`config.mk`:
```
export PLATFORM = sky130hd
export DESIGN_NAME = cva6_cfg_reporter
export DESIGN_NICKNAME = d
export VERILOG_FILES = /design/src/rtl/cva6_cfg_reporter.sv
export SDC_FILE = /design/constraint.sdc
export NUM_CORES = 1
export LEC_CHECK = 0
export ABC_AREA = 1
export BUFFER_PORTS_ARGS = -buffer_cell sky130_fd_sc_hd__buf_2
export CORE_MARGIN = 1
export CORE_UTILIZATION = 60
export CTS_BUF_LIST = sky130_fd_sc_hd__clkbuf_16
export CTS_CLUSTER_SIZE = 20
export DETAILED_ROUTE_END_ITERATION = 7
export GPL_TIMING_DRIVEN = 0
export PLACE_DENSITY = 0.86
export SYNTH_ARGS = -nofsm -noshare
export SYNTH_HDL_FRONTEND = slang
export SYNTH_SLANG_ARGS = --single-unit
```
`constraint.sdc`:
```
create_clock -name clk_i -period 3.95 [get_ports clk_i]
set_input_delay 0.395 -clock clk_i [delete_from_list [all_inputs] [get_ports clk_i]]
set_output_delay 0.395 -clock clk_i [all_outputs]
set_load 0.01 [all_outputs]
```
`src/rtl/cva6_cfg_reporter.sv`:
```
// Read-only configuration reporter for the CVA6 core.
// Exposes build-time configuration as a 16-word table through two paths:
//   - req/gnt/rvalid read port: req_i, addr_i, gnt_o (combinational),
//     rvalid_o, rdata_o, rerr_o, rready_i
//   - stream dump port: dump_i starts a 17-beat dump on st_valid_o/st_data_o/
//     st_last_o/st_ready_i; the final beat carries the XOR checksum.
// busy_o flags any activity (non-IDLE state or a pending dump).
// Clock clk_i, asynchronous active-high reset rst_i.
module cva6_cfg_reporter #(
  parameter int unsigned XLEN              = 32,
  parameter int unsigned FEATURES          = 32'h000000C1,
  parameter int unsigned ICACHE_SET_ASSOC  = 4,
  parameter int unsigned ICACHE_LINES      = 4096,
  parameter int unsigned ICACHE_LINE_WIDTH = 128,
  parameter int unsigned DCACHE_SET_ASSOC  = 8,
  parameter int unsigned DCACHE_LINES      = 4096,
  parameter int unsigned DCACHE_LINE_WIDTH = 128,
  parameter int unsigned NR_COMMIT_PORTS   = 2,
  parameter int unsigned NR_SB_ENTRIES     = 8,
  parameter int unsigned ITLB_ENTRIES      = 16,
  parameter int unsigned DTLB_ENTRIES      = 16,
  parameter int unsigned RAS_DEPTH         = 2,
  parameter int unsigned BTB_ENTRIES       = 32,
  parameter int unsigned BHT_ENTRIES       = 128,
  parameter int unsigned NR_PMP_ENTRIES    = 8
) (
  input  logic        clk_i,
  input  logic        rst_i,
  input  logic        req_i,
  input  logic [7:0]  addr_i,
  output logic        gnt_o,
  output logic        rvalid_o,
  output logic [31:0] rdata_o,
  output logic        rerr_o,
  input  logic        rready_i,
  input  logic        dump_i,
  output logic        st_valid_o,
  output logic [31:0] st_data_o,
  output logic        st_last_o,
  input  logic        st_ready_i,
  output logic        busy_o
);

  localparam int unsigned CNT_W  = 5;
  localparam int unsigned DATA_W = 32;

  localparam logic [1:0] IDLE = 2'd0;
  localparam logic [1:0] RESP = 2'd1;
  localparam logic [1:0] DUMP = 2'd2;

  // Configuration word lookup
  function automatic logic [DATA_W-1:0] cfg_word(input logic [3:0] idx);
    logic [DATA_W-1:0] w;
    case (idx)
      4'd0:    w = 32'hC7A60000 | DATA_W'(XLEN);
      4'd1:    w = DATA_W'(FEATURES);
      4'd2:    w = DATA_W'(ICACHE_SET_ASSOC);
      4'd3:    w = DATA_W'(ICACHE_LINES);
      4'd4:    w = DATA_W'(ICACHE_LINE_WIDTH);
      4'd5:    w = DATA_W'(DCACHE_SET_ASSOC);
      4'd6:    w = DATA_W'(DCACHE_LINES);
      4'd7:    w = DATA_W'(DCACHE_LINE_WIDTH);
      4'd8:    w = DATA_W'(NR_COMMIT_PORTS);
      4'd9:    w = DATA_W'(NR_SB_ENTRIES);
      4'd10:   w = DATA_W'(ITLB_ENTRIES);
      4'd11:   w = DATA_W'(DTLB_ENTRIES);
      4'd12:   w = DATA_W'(RAS_DEPTH);
      4'd13:   w = DATA_W'(BTB_ENTRIES);
      4'd14:   w = DATA_W'(BHT_ENTRIES);
      default: w = DATA_W'(NR_PMP_ENTRIES);
    endcase
    return w;
  endfunction

  logic [1:0]        state, state_n;
  logic              dump_pend, dump_pend_n;
  logic [CNT_W-1:0]  cnt, cnt_n;
  logic [DATA_W-1:0] acc, acc_n;
  logic              rvalid_n, rerr_n, st_valid_n, st_last_n, busy_n;
  logic [DATA_W-1:0] rdata_n, st_data_n;

  assign gnt_o = req_i && (state == IDLE) && !dump_pend;

  // State and registered outputs
  always_ff @(posedge clk_i or posedge rst_i) begin
    if (rst_i) begin
      state      <= IDLE;
      dump_pend  <= 1'b0;
      cnt        <= '0;
      acc        <= '0;
      rvalid_o   <= 1'b0;
      rdata_o    <= '0;
      rerr_o     <= 1'b0;
      st_valid_o <= 1'b0;
      st_data_o  <= '0;
      st_last_o  <= 1'b0;
      busy_o     <= 1'b0;
    end else begin
      state      <= state_n;
      dump_pend  <= dump_pend_n;
      cnt        <= cnt_n;
      acc        <= acc_n;
      rvalid_o   <= rvalid_n;
      rdata_o    <= rdata_n;
      rerr_o     <= rerr_n;
      st_valid_o <= st_valid_n;
      st_data_o  <= st_data_n;
      st_last_o  <= st_last_n;
      busy_o     <= busy_n;
    end
  end

  // Next-state and next-output logic
  always_comb begin
    state_n     = state;
    dump_pend_n = dump_pend;
    cnt_n       = cnt;
    acc_n       = acc;
    rvalid_n    = rvalid_o;
    rdata_n     = rdata_o;
    rerr_n      = rerr_o;
    st_valid_n  = st_valid_o;
    st_data_n   = st_data_o;
    st_last_n   = st_last_o;

    case (state)
      IDLE: begin
        if (gnt_o) begin
          state_n     = RESP;
          rvalid_n    = 1'b1;
          dump_pend_n = dump_i;
          if (addr_i < 8'd16) begin
            rdata_n = cfg_word(addr_i[3:0]);
            rerr_n  = 1'b0;
          end else begin
            rdata_n = '0;
            rerr_n  = 1'b1;
          end
        end else if (dump_i || dump_pend) begin
          state_n     = DUMP;
          dump_pend_n = 1'b0;
          cnt_n       = '0;
          acc_n       = '0;
          st_valid_n  = 1'b1;
          st_data_n   = cfg_word(4'd0);
          st_last_n   = 1'b0;
        end
      end
      RESP: begin
        if (dump_i) dump_pend_n = 1'b1;
        if (rready_i) begin
          rvalid_n = 1'b0;
          rdata_n  = '0;
          rerr_n   = 1'b0;
          // A dump requested during or before this response starts right away
          if (dump_pend || dump_i) begin
            state_n     = DUMP;
            dump_pend_n = 1'b0;
            cnt_n       = '0;
            acc_n       = '0;
            st_valid_n  = 1'b1;
            st_data_n   = cfg_word(4'd0);
            st_last_n   = 1'b0;
          end else begin
            state_n = IDLE;
          end
        end
      end
      DUMP: begin
        if (st_ready_i) begin
          acc_n = acc ^ st_data_o;
          if (cnt == CNT_W'(16)) begin
            state_n    = IDLE;
            cnt_n      = '0;
            st_valid_n = 1'b0;
            st_data_n  = '0;
            st_last_n  = 1'b0;
          end else begin
            cnt_n = cnt + CNT_W'(1);
            // After beat 15 the next beat is the running checksum
            if (cnt == CNT_W'(15)) begin
              st_data_n = acc ^ st_data_o;
              st_last_n = 1'b1;
            end else begin
              st_data_n = cfg_word(cnt_n[3:0]);
              st_last_n = 1'b0;
            end
          end
        end
      end
      default: state_n = IDLE;
    endcase

    busy_n = (state_n != IDLE) || dump_pend_n;
  end

endmodule

```
**Word-level counts from Yosys, hierarchy flattened**

Memory sizes are Yosys's and may differ from the RTL's.
Index checks and enable logic that the tools add are counted.
W data, S select, Z words.

- Add/sub/neg operators: 1
- $lt $le $gt $ge: 1
- Equality and inequality tests: 9
- Multiplexer cells: 54
- Bitwise operators: 1
- Reductions and logical operators: 12

Operator list:

| kind | number |
|---|---|
| $mux W32 | 13 |
| $pmux W32 S3 | 2 |
| $pmux W32 S2 | 1 |
| $xor A32 B32 Y32 | 1 |
| $mux W5 | 5 |
| $mux W1 | 20 |
| $pmux W5 S3 | 1 |
| $mux W2 | 6 |
| $ne A2 B2 Y1 const B | 5 |
| $lt A8 B5 Y1 const B | 1 |
| $pmux W1 S2 | 3 |
| $pmux W1 S3 | 2 |
| $pmux W2 S3 | 1 |
| $add A5 B1 Y5 const B | 1 |
| $eq A5 B4 Y1 const B | 1 |
| $eq A5 B5 Y1 const B | 1 |
| $reduce_and A5 Y1 | 1 |
| $reduce_and A4 Y1 | 1 |
| $reduce_bool A2 Y1 | 2 |
| $reduce_and A3 Y1 | 1 |
| $reduce_bool A3 Y1 | 1 |
| $eq A2 B1 Y1 const B | 1 |
| $eq A2 B2 Y1 const B | 1 |
| $logic_and A1 B1 Y1 | 2 |
| 3 further kinds | 4 |

- Bits in registers: 109
- ROM bits: 576
- Input port bits: 14
- Output and inout bits: 70
- Memories: 2

Memories:

| name | words | width | read ports | clocked after Yosys merged registers in | wr ports | RTL line | RTL |
|---|---|---|---|---|---|---|---|
| (name not given) | 16 | 18 | 1 | 0 | 0 | 54 | `case (idx)` |
| (name not given) | 16 | 18 | 1 | 0 | 0 | 54 |  |

**Depth between registers and ports, before layout**

- Depth after elaboration: 7
- Depth in mapped cells: 11

**Worst setup path after synthesis**

Ideal clock, no wire load.

- Kind: reg-to-reg
- From: register cnt[0]
- To: register st_data_o[17]
- Library setup time: 124 ps
- Arrival time: 1761 ps
- Data required time: 3826 ps
- Slack: 2065 ps
- Stages on the path, launching flop included: 11
- Buffers on the path: 2
- Cell sequence: dfrtp_1 ha_1 nand2_1 nor2_1 ha_1 buf_2 inv_1 clkbuf_1 nand2_1 nand3_1 a21oi_1

- Word-level cells in the longest chain between the ends: 6
- Elaborated cells on any way between the ends: 8

Ends and longest elaborated chain:

| what | RTL line | RTL |
|---|---|---|
| from (decl) | 77 | `logic [CNT_W-1:0] cnt, cnt_n;` |
| from (signal assigned) | 101 | `cnt <= cnt_n;` |
| $add A5 B1 Y5 | 179 | `cnt_n = cnt + CNT_W'(1);` |
| $mem_v2 Z16 W18 | -- |  |
| $mux W32 | 181 | `if (cnt == CNT_W'(15)) begin` |
| $mux W32 * | 172 | `if (cnt == CNT_W'(16)) begin` |
| $mux W32 * | 170 | `if (st_ready_i) begin` |
| $pmux W32 S3 * | 126 | `case (state)` |
| to (signal assigned) | 107 | `st_data_o <= st_data_n;` |
| to (decl) | 38 | `output logic [31:0] st_data_o,` |

Every way passes the cells marked *; elsewhere a longest branch is shown, timed or not. The select of a mux whose other input is x is not followed.
A chain may end at the register's enable or synchronous reset.

**Final worst setup path**

- From: register cnt[0]
- To: register st_data_o[9]

- Word-level cells in the longest chain between the ends: 5
- Elaborated cells on any way between the ends: 6

Ends and longest elaborated chain:

| what | RTL line |
|---|---|
| $eq A5 B4 Y1 | 181 |
| $mux W32 | 181 |
| $mux W32 * | 172 |
| $mux W32 * | 170 |
| $pmux W32 S3 * | 126 |

Marks and branches as above.

==> summary.md <==
| Metric | Value |
|---|---|
| FF-to-FF setup slack | 1.62 ns |
| Status | completed |
| Synth warn | 0 |
| R2R Path End | st_data_o[9]$_DFFE_PP0P_ |
| Gpl congestion | 0.841 |
| I/O Buffers | 69 |
| Slowest stage delay, CP | 0.51 ns |
| Busiest grt layer | met2 |
| Final cell count without fillers | 701 |
| Antenna Diode Count | 0 |
| Mux contribution to synthesized area | 0% |
| Peak Freq | 429 MHz |
| PwrDens | 656 nW/µm² |
| ANT nets after route | 0 |
| Critical Path Source | cnt[0]$_DFFE_PP0P_ |
| Initial Util | 62.8% |
| Area after DPL | 4860 µm² |
| # IOs | 84 |
| Buf+Inv Stages, Crit Path | 3 |
| Final core occ | 75.1% |
| Setup TNS | 0 ns |
| Worst vdd ir | 0.335 mV |
| Clock Tree Buf Depth | 2 |
| Die Width | 86.8 µm |
| Reg2reg path depth | 10 |
| Mapped cell area | 4310 µm² |
| Nets | 625 |
| Met1 usage | 34.8% |
| Headroom to the max-slew limit | 55.3% |
| Post-synthesis compound-gate area fraction | 7.42% |
| Setup Skew | 0.00515 ns |
| Worst hold path startpoint | addr_i[3] |
| Setup Viol. Count Final | 0 |
| CP endpoint kind | flip-flop |
| Minimum clock period | 2.33 ns |
| Setup crit end | st_data_o[9]$_DFFE_PP0P_ |
| Die area | 7530 µm² |
| Vias | 3659 |
| Reg clk slew, reported paths | 0.06 ns |
| Ys async rst share | 100% |
| Die height | 86.8 µm |
| CP Cell Sequence | ha_1 > nand2_1 > nor2_1 > ha_1 > buf_2 > inv_1 > a31oi_1 > clkbuf_1 > nand3_1 > nand2_1 |
| Start of the worst register-to-register path | cnt[0]$_DFFE_PP0P_ |
| Post-route cell area | 5160 µm² |
| Req. time, crit path | 4.22 ns |
| Drt drc | 0 |
| Hold Path Class | in2reg |
| RSZ-0062 raised after global routing | no |
| Final HPWL DP | 6520 µm |
| Largest net degree at the start of global routing | 72 |
| H-tree depth | 3 |
| Max-slew violations | 0 |
| Cell family with most CP delay | buffers and inverters |
| Grt met2 use | 45.9% |
| Cells after synthesis | 505 |
| Setup Crit Path Kind | reg2reg |
| GRT Total Usage | 27.4% |
| Synth Area in XOR/XNOR | 6.50% |
| Top FF cell, synth | dfrtp_1 |
| Slowest-stage cell, CP | dfrtp_1 |
| Met3 usage | 4.57% |
| Resize count post-CTS | 0 |
| Vias/cell | 5.22 |
| Row count | 30 |
| First-pass GRT wire length | 16000 µm |
| Syn_area_per_cell | 8.54 µm² |
| Final Power | 0.00338 W |
| Total congestion overflow | 0 |
| Most frequent cells in the layout | 158 x nand2_1, 86 x dfrtp_1, 75 x buf_2 |
| Drt total wl | 9450 µm |
| Tcrit/Tclk final | 59.0% |
| Startpoint types | flip-flop |
| Maxcap violations | 0 |
| Register bit count reported by yosys | 86 |
| Data arrival, critical path | 2.60 ns |
| Root Driver | clkbuf_16 |
| Cells after DPL | 684 |
| Clk sinks | 86 |
| Layout cell share with drive strength beyond 1 | 21.5% |
| Adder-cell share of the synthesized area | 3.19% |
| Core Area | 6870 µm² |
| Critical Path Stages | 10 |
| Crit path max fanout | 10 |
| Wire length per cell | 13.5 µm |
| Simple logic cell fraction of the synthesized area | 23.9% |
| Number of synthesized flops with an enable pin | 0 |
| Commonest non-fill, non-tap cell in the layout | nand2_1 |
| Initial DRC Count | 166 |
| Unique cell type count in the Yosys netlist | 27 |
| Slew @ Worst Pin | 0.668 ns |
| Main combinational cell family by area after synthesis | simple AND/OR/NAND/NOR gates |
| Vias in the first global route | 3517 |
| CTS tree | built |
| Area Overhead vs Synth | 19.5% |
| Initial antenna violation count | 0 |
| Hold Fails Final Rpt | 0 |
| Sequential element share of the synthesized area | 49.9% |
| Worst skew pair latency | 0.33 ns |
| Static leakage | 2.83 nW |
| Drt first pass iters | 4 |
| Total CTS buffers | 9 |
state kept, by name, summed over array words and instances (netlist names):
register,cells
rerr_o,1
state,2
cnt,5
busy_o,1
rvalid_o,1
st_last_o,1
st_valid_o,1
acc,32
st_data_o,32
rdata_o,9
dump_pend,1
stage by stage:
step	setup slack (ns)	hold WS, ns
final	1.62	0.364
after floorplan	1.33	0.468
after CTS	1.65	0.367
after detailed placement	1.71	0.343
after global placement	0.449	0.452
after global routing	1.41	0.390
metal layers:
metal,wire length [µm],vias to the layer above
met3,554,19
li1,-,1773
met4,244,0
met5,0,-
met1,3940,1724
met2,4720,143
synthesized netlist by cell type (3+ instances only):
cell	instances	area [µm²]
dfrtp_1	86	2150
inv_1	25	93.8
nand2_1	158	593
buf_2	6	30.0
xnor2_1	22	193
nand4_1	3	18.8
a21oi_1	13	65.1
o211ai_1	4	30.0
buf_4	28	210
nand3_1	51	255
nor2_1	24	90.1
o22ai_1	4	25.0
o21ai_0	14	70.1
clkbuf_1	7	26.3
nor2_2	3	18.8
xor2_1	10	87.6
ha_1	11	138
o21ai_1	22	110
power breakdown:
part           internal (W)  leakage [nW]  switching, W
sequential          0.00112          1.13      0.000211
clock              0.000485         0.141      0.000340
combinational      0.000486          1.56      0.000743
total               0.00209          2.83       0.00129
timing repair:
action	4_1_cts	5_1_grt
hold endpoints to repair	15	0
hold buffers	1	0
buffers inserted	0	0
cell type report:
cell class / count / area [µm²]
plain buffers: 43 / 289
repair buffers: 71 / 383
clock buffers: 9 / 225
inverters: 27 / 104
clock inverters: 7 / 63.8
flip-flops and latches: 86 / 2150
fillers: 506 / 1710
well taps: 96 / 120
multi-input cells: 362 / 1820
cells by family after synthesis:
kind of cell	after synthesis
simple gates	245
other cells	1
flops	86
buf+inv	70
xor+xnor	32
fa+ha+maj	11
compound gates	60
how the worst min path moves through the flow:
stage / endpoint / depth (start not counted) / slack (ns)
detailed placement: rvalid_o$_DFFE_PP0P_ / 2 / 0.34
finish: rdata_o[1]$_DFFE_PP0P_ / 3 / 0.36
floorplan: acc[10]$_DFFE_PP0P_ / 2 / 0.47
CTS: rdata_o[1]$_DFFE_PP0P_ / 3 / 0.37
global route: rdata_o[1]$_DFFE_PP0P_ / 3 / 0.39
global placement: rvalid_o$_DFFE_PP0P_ / 2 / 0.45
worst reg2reg max path, stage by stage, from the launching register on:
cell	delay, ns
dfrtp_1	0.51
ha_1	0.26
nand2_1	0.07
nor2_1	0.10
ha_1	0.14
buf_2	0.20
inv_1	0.08
a31oi_1	0.26
clkbuf_1	0.41
nand3_1	0.15
nand2_1	0.09
Note: power is estimated with default switching activity, not from simulation.
